## config.mk

```make
export PLATFORM = sky130hd
export DESIGN_NAME = change_monitor
export DESIGN_NICKNAME = d
export VERILOG_FILES = /design/src/rtl/change_monitor.sv
export SDC_FILE = /design/constraint.sdc
export NUM_CORES = 1
export LEC_CHECK = 0
export ABC_AREA = 1
export BUFFER_PORTS_ARGS = -buffer_cell sky130_fd_sc_hd__buf_2
export CORE_MARGIN = 1
export CORE_UTILIZATION = 45
export CTS_CLUSTER_SIZE = 16
export DETAILED_ROUTE_END_ITERATION = 16
export GPL_ROUTABILITY_DRIVEN = 1
export MAX_ROUTING_LAYER = met4
export PLACE_DENSITY = 0.65
export SETUP_SLACK_MARGIN = 0.1
export SYNTH_ARGS = -nofsm -noshare
export SYNTH_HDL_FRONTEND = slang
export SYNTH_SLANG_ARGS = --single-unit
```

## constraint.sdc

```tcl
create_clock -name clk -period 3.29 [get_ports clk]
set_input_delay 0.329 -clock clk [delete_from_list [all_inputs] [get_ports clk]]
set_output_delay 0.329 -clock clk [all_outputs]
set_load 0.005 [all_outputs]
```

## src/rtl/change_monitor.sv

```systemverilog
// change_monitor: watches a data bus and logs every value change as a
// {timestamp, value} record into a small first-word-fall-through FIFO.
// A downstream logger drains the records over a valid/ready read port.
module change_monitor #(
  parameter int DATA_W = 4,
  parameter int TS_W   = 16,
  parameter int DEPTH  = 8
) (
  input  logic                     clk,
  input  logic                     rst_n,
  input  logic                     en,
  input  logic [DATA_W-1:0]        data_in,
  output logic                     rd_valid,
  input  logic                     rd_ready,
  output logic [DATA_W-1:0]        rd_data,
  output logic [TS_W-1:0]          rd_time,
  output logic [$clog2(DEPTH):0]   count,
  output logic                     overflow,
  input  logic                     clear_ovf
);

  localparam int AW = $clog2(DEPTH);
  localparam int CW = AW + 1;
  localparam logic [CW-1:0] FULL = CW'(DEPTH);

  typedef struct packed {
    logic [TS_W-1:0]   ts;
    logic [DATA_W-1:0] d;
  } rec_t;

  // Free-running timestamp and change-detection state
  logic [TS_W-1:0]   ts;
  logic [DATA_W-1:0] prev;
  logic              primed;

  // FIFO storage and bookkeeping
  rec_t              mem [DEPTH];
  logic [AW-1:0]     wr_ptr;
  logic [AW-1:0]     rd_ptr;
  rec_t              head;

  // Per-cycle decisions
  logic              pop;
  logic              want;
  logic              full;
  logic              push;
  logic              drop;
  logic [CW-1:0]     count_next;
  logic [CW-1:0]     held;
  logic [AW-1:0]     rd_ptr_next;
  rec_t              new_rec;
  rec_t              head_next;

  assign rd_data = head.d;
  assign rd_time = head.ts;

  // Decide what happens at the coming edge: pop, push, drop, and the new head
  always_comb begin
    // NOTE: every signal gets a default first so no path can infer a latch.
    head_next   = head;
    pop         = rd_valid && rd_ready;
    want        = en && (!primed || (data_in != prev));
    full        = (count == FULL);
    push        = want && (!full || pop);
    drop        = want && full && !pop;
    count_next  = count + CW'(push) - CW'(pop);
    held        = count - CW'(pop);
    rd_ptr_next = rd_ptr + AW'(pop);
    new_rec     = '{ts: ts, d: data_in};
    // If nothing older survives the pop, the record being written becomes the head.
    if (held == '0) head_next = new_rec;
    else            head_next = mem[rd_ptr_next];
  end

  // Timestamp counter and change-detection state (prev value, primed flag)
  always_ff @(posedge clk) begin
    // NOTE: sequential state uses non-blocking assignments so every register
    // sees pre-edge values of its neighbours.
    if (!rst_n) begin
      ts     <= '0;
      prev   <= '0;
      primed <= 1'b0;
    end else begin
      ts     <= ts + TS_W'(1);
      primed <= en;
      if (en) prev <= data_in;
    end
  end

  // FIFO pointers, occupancy, registered head record and sticky overflow
  always_ff @(posedge clk) begin
    if (!rst_n) begin
      wr_ptr   <= '0;
      rd_ptr   <= '0;
      count    <= '0;
      rd_valid <= 1'b0;
      head     <= '0;
      overflow <= 1'b0;
    end else begin
      if (push) wr_ptr <= wr_ptr + AW'(1);
      rd_ptr   <= rd_ptr_next;
      count    <= count_next;
      rd_valid <= (count_next != '0);
      // When the FIFO goes empty the head simply keeps its last value.
      if (count_next != '0) head <= head_next;
      // A drop in the same cycle as a clear leaves the flag set.
      if (drop)           overflow <= 1'b1;
      else if (clear_ovf) overflow <= 1'b0;
    end
  end

  // Record storage write port
  always_ff @(posedge clk) begin
    // NOTE: the storage array has no reset; pointers and count define which
    // entries are meaningful, so stale contents are never observed.
    if (push) mem[wr_ptr] <= new_rec;
  end

endmodule

```

==> summary.txt <==
Global route
  – Number of global-route vias before repair: 5743
  – Total global routing overflow: 0
  – Antenna violations before repair: 0
  – Largest net degree at the start of global routing: 81
  – Met2 Use GR: 0.327
  – Grt met1 use: 0.274
  – First-pass GRT wire length: 31500 um
  – Total GRT Usage: 0.205
  – GRT met3 Usage: 0.0281
  – Most used routing layer: met2

Clock tree
  – Skew-Pair Late Insertion Delay: 490 ps
  – Sink Count: 213
  – Num CTS Buffers: 22
  – Worst-path clk slew: 60 ps
  – Number of H-tree levels: 1
  – # resized after CTS: 0
  – CTS tree: done
  – # Post-CTS Setup Buffers: 0
  – Cts hold-fix bufs: 0
  – CTS Buffer Depth: 3
  – Clk Tree Root Cell: clkbuf_16

Floorplan
  – # IOs: 35
  – Chip height: 144 um
  – Core ar.: 19700 um^2
  – DIE AREA: 20900 um^2
  – Row cnt: 51
  – Die W: 144 um
  – Starting density of the core: 0.465

Critical path
  – Critical Path Sink Type: flop
  – WP data required: 3680 ps
  – Worst Path Max Fanout: 41
  – Worst Path Arrival: 3190 ps
  – Critical path class: flop to flop
  – Worst setup SP type: flop

Synthesis
  – Synth Area in Compound Gates: 0.0603
  – Largest family of logic cells by synthesized area: simple AND/OR/NAND/NOR gates
  – Synth cell types: 32
  – Ys flop type: edfxtp_1
  – Synth Area in Adders: 0.0159
  – Mapped cell area: 9130 um^2
  – Synth Area in Simple Gates: 0.217
  – Syn Nets: 946
  – Yosys top cell by area: edfxtp_1
  – Yosys Warn Count: 0
  – Synth area leaders: edfxtp_1 53%, dfxtp_1 12%, nor2_1 9.7%
  – EDFF count, synth: 160
  – Sequential area share after synthesis: 0.642
  – Post-Synth XOR/XNOR Area: 0.00479
  – Mapped Cells: 926
  – Synthesized area per cell: 9.86 um^2
  – Synthesis-stage register bit count: 213
  – Synth async-reset ratio: 0
  – Mux cell area share after synthesis: 0
  – Top-area cell type share of the netlist area: 0.526

Timing
  – Fin. Hold Viols: 0
  – Fmax: 356 MHz
  – Final min period: 2810 ps
  – Setup WS post-layout: 484 ps
  – Max Transition Viols Final: 0
  – Layout Skew: 9.90 ps
  – Worst slew pin tran: 748 ps
  – Slew margin rel.: 0.501
  – Finish-stage setup viols: 0
  – RSZ-0062 raised after global routing: no
  – Setup TNS: 0 ps
  – Final period util: 0.853

Routing
  – Vias per std cell: 5.07
  – Routed Antenna Nets: 0
  – # DRC: 0
  – DRT iter0 DRCs: 511
  – Vias: 6286
  – WL per Instance: 16.1 um
  – DRT Pass-1 Iters: 5
  – Final Routed Wirelength: 19900 um

Pwr
  – Switch Pwr: 2920 uW
  – Leakage: 0.00409 uW
  – Reg power frac: 0.380
  – P per Cell Area: 832 nW/um^2
  – Combinational power share: 0.318
  – Net switching fraction of the power: 0.341
  – P_int: 5630 uW
  – Clock power frac: 0.302
  – Pwr Total: 8550 uW
  – Max VDD drop: 652 uV

Placed design
  – Area post-placement: 9510 um^2
  – I/O Buffers: 34
  – Post-Place Setup Slack: 331 ps
  – GPL Wtd Cong: 0.853
  – HPWL Detailed: 11200 um

Status
  – Run status: complete, no violations

Finish
  – Nets: 980
  – # diodes: 0
  – Synthesis-to-layout area growth: 12.6%
  – Design Area, Final: 10300 um^2
  – Filler cell count: 1761
  – Share of cells above drive strength 1: 0.112

Min path
  – HP Class: primary input to flop

Job
  – MaxCap Viol Count: 0
-- registers in the layout, summed over array words and instances (netlist names) --
name and flops:
overflow 1, rd_data 4, primed 1, wr_ptr 3, ts 16, rd_ptr 3, mem 160, prev 4
count 4, rd_valid 1, rd_time 16
-- layout by cell type (no fill, tap or decap), types with 2 or more instances in the layout --
cell type	count
a21oi_1	14
buf_12	3
buf_2	34
buf_4	20
bufinv_16	3
clkbuf_1	5
clkbuf_16	23
clkbuf_8	5
clkinv_1	3
dfxtp_1	53
edfxtp_1	160
ha_1	8
ha_2	2
inv_1	42
nand2_1	195
nand3_1	46
nand3b_1	3
nand4_1	6
nor2_1	229
nor2_2	9
nor3_1	4
nor3_2	3
o21ai_0	28
o21ai_1	63
xor2_1	3
-- metrics by stage --
stage,util,cells,hold WS (ps)
finish,0.523,1241,102
global route,0.523,1241,104
CTS,0.523,1241,85.1
detailed placement,0.484,1201,461
global placement,0.484,1201,454
floorplan,-,926,428
-- path summary, 6_finish.rpt --
| check | startpoint | to | slack (ps) | cells after the start |
|---|---|---|---|---|
| worst max-delay path | count[2] | rd_time[9] | 480 | 16 |
| worst max register to register | count[2] | rd_time[9] | 480 | 16 |
| worst min register to register | overflow | overflow | 480 | 2 |
| worst min-delay path | clear_ovf | overflow | 100 | 4 |
-- Yosys cell counts (4+ instances only) --
| master | count |
|---|---|
| a21oi_1 | 14 |
| buf_2 | 20 |
| buf_4 | 5 |
| buf_6 | 11 |
| buf_8 | 6 |
| clkbuf_1 | 4 |
| dfxtp_1 | 53 |
| edfxtp_1 | 160 |
| ha_1 | 10 |
| inv_1 | 42 |
| nand2_1 | 195 |
| nand3_1 | 46 |
| nand4_1 | 6 |
| nor2_1 | 237 |
| nor3_1 | 5 |
| o21ai_0 | 28 |
| o21ai_1 | 63 |
-- metal layers --
metal	wire length, um	vias up
met1	9160	2972
li1	-	3138
met4	347	0
met3	1030	31
met2	9380	145
met5	0	-
-- power groups by stage --
stage	logic, uW	registers (uW)	clock network [uW]
floorplan	2170	3290	0
global placement	2680	3310	0
detailed placement	2700	3310	0
CTS	2720	3250	2620
global route	3110	3280	2740
finish	2720	3250	2580
-- critical path: stages, from the launching register on --
cell	delay, ps
dfxtp_1	380
inv_1	100
ha_1	200
nand4_1	160
nand3_1	180
inv_1	110
nand2_1	50
nand2_1	60
ha_1	160
inv_1	60
fa_1	500
inv_1	50
nor3_2	180
nand2_2	90
buf_12	180
o21ai_0	180
nor2_1	60
-- layout make-up --
cell class,instances,area (um^2),share of cell area
Sequential cell,213,5870,0.570
Multi-Input combinational cell,622,2760,0.269
Clock buffer,33,663,0.0645
Timing Repair Buffer,57,380,0.0370
Tap cell,265,332,0.0322
Inverter,44,173,0.0168
Clock inverter,7,106,0.0103
-- cell families after synthesis --
kind of cell,Yosys count
flops,213
buf+inv,91
simple gates,498
fa+ha+maj,11
xor+xnor,5
compound gates,108
Note: power is estimated with default switching activity, not from simulation.
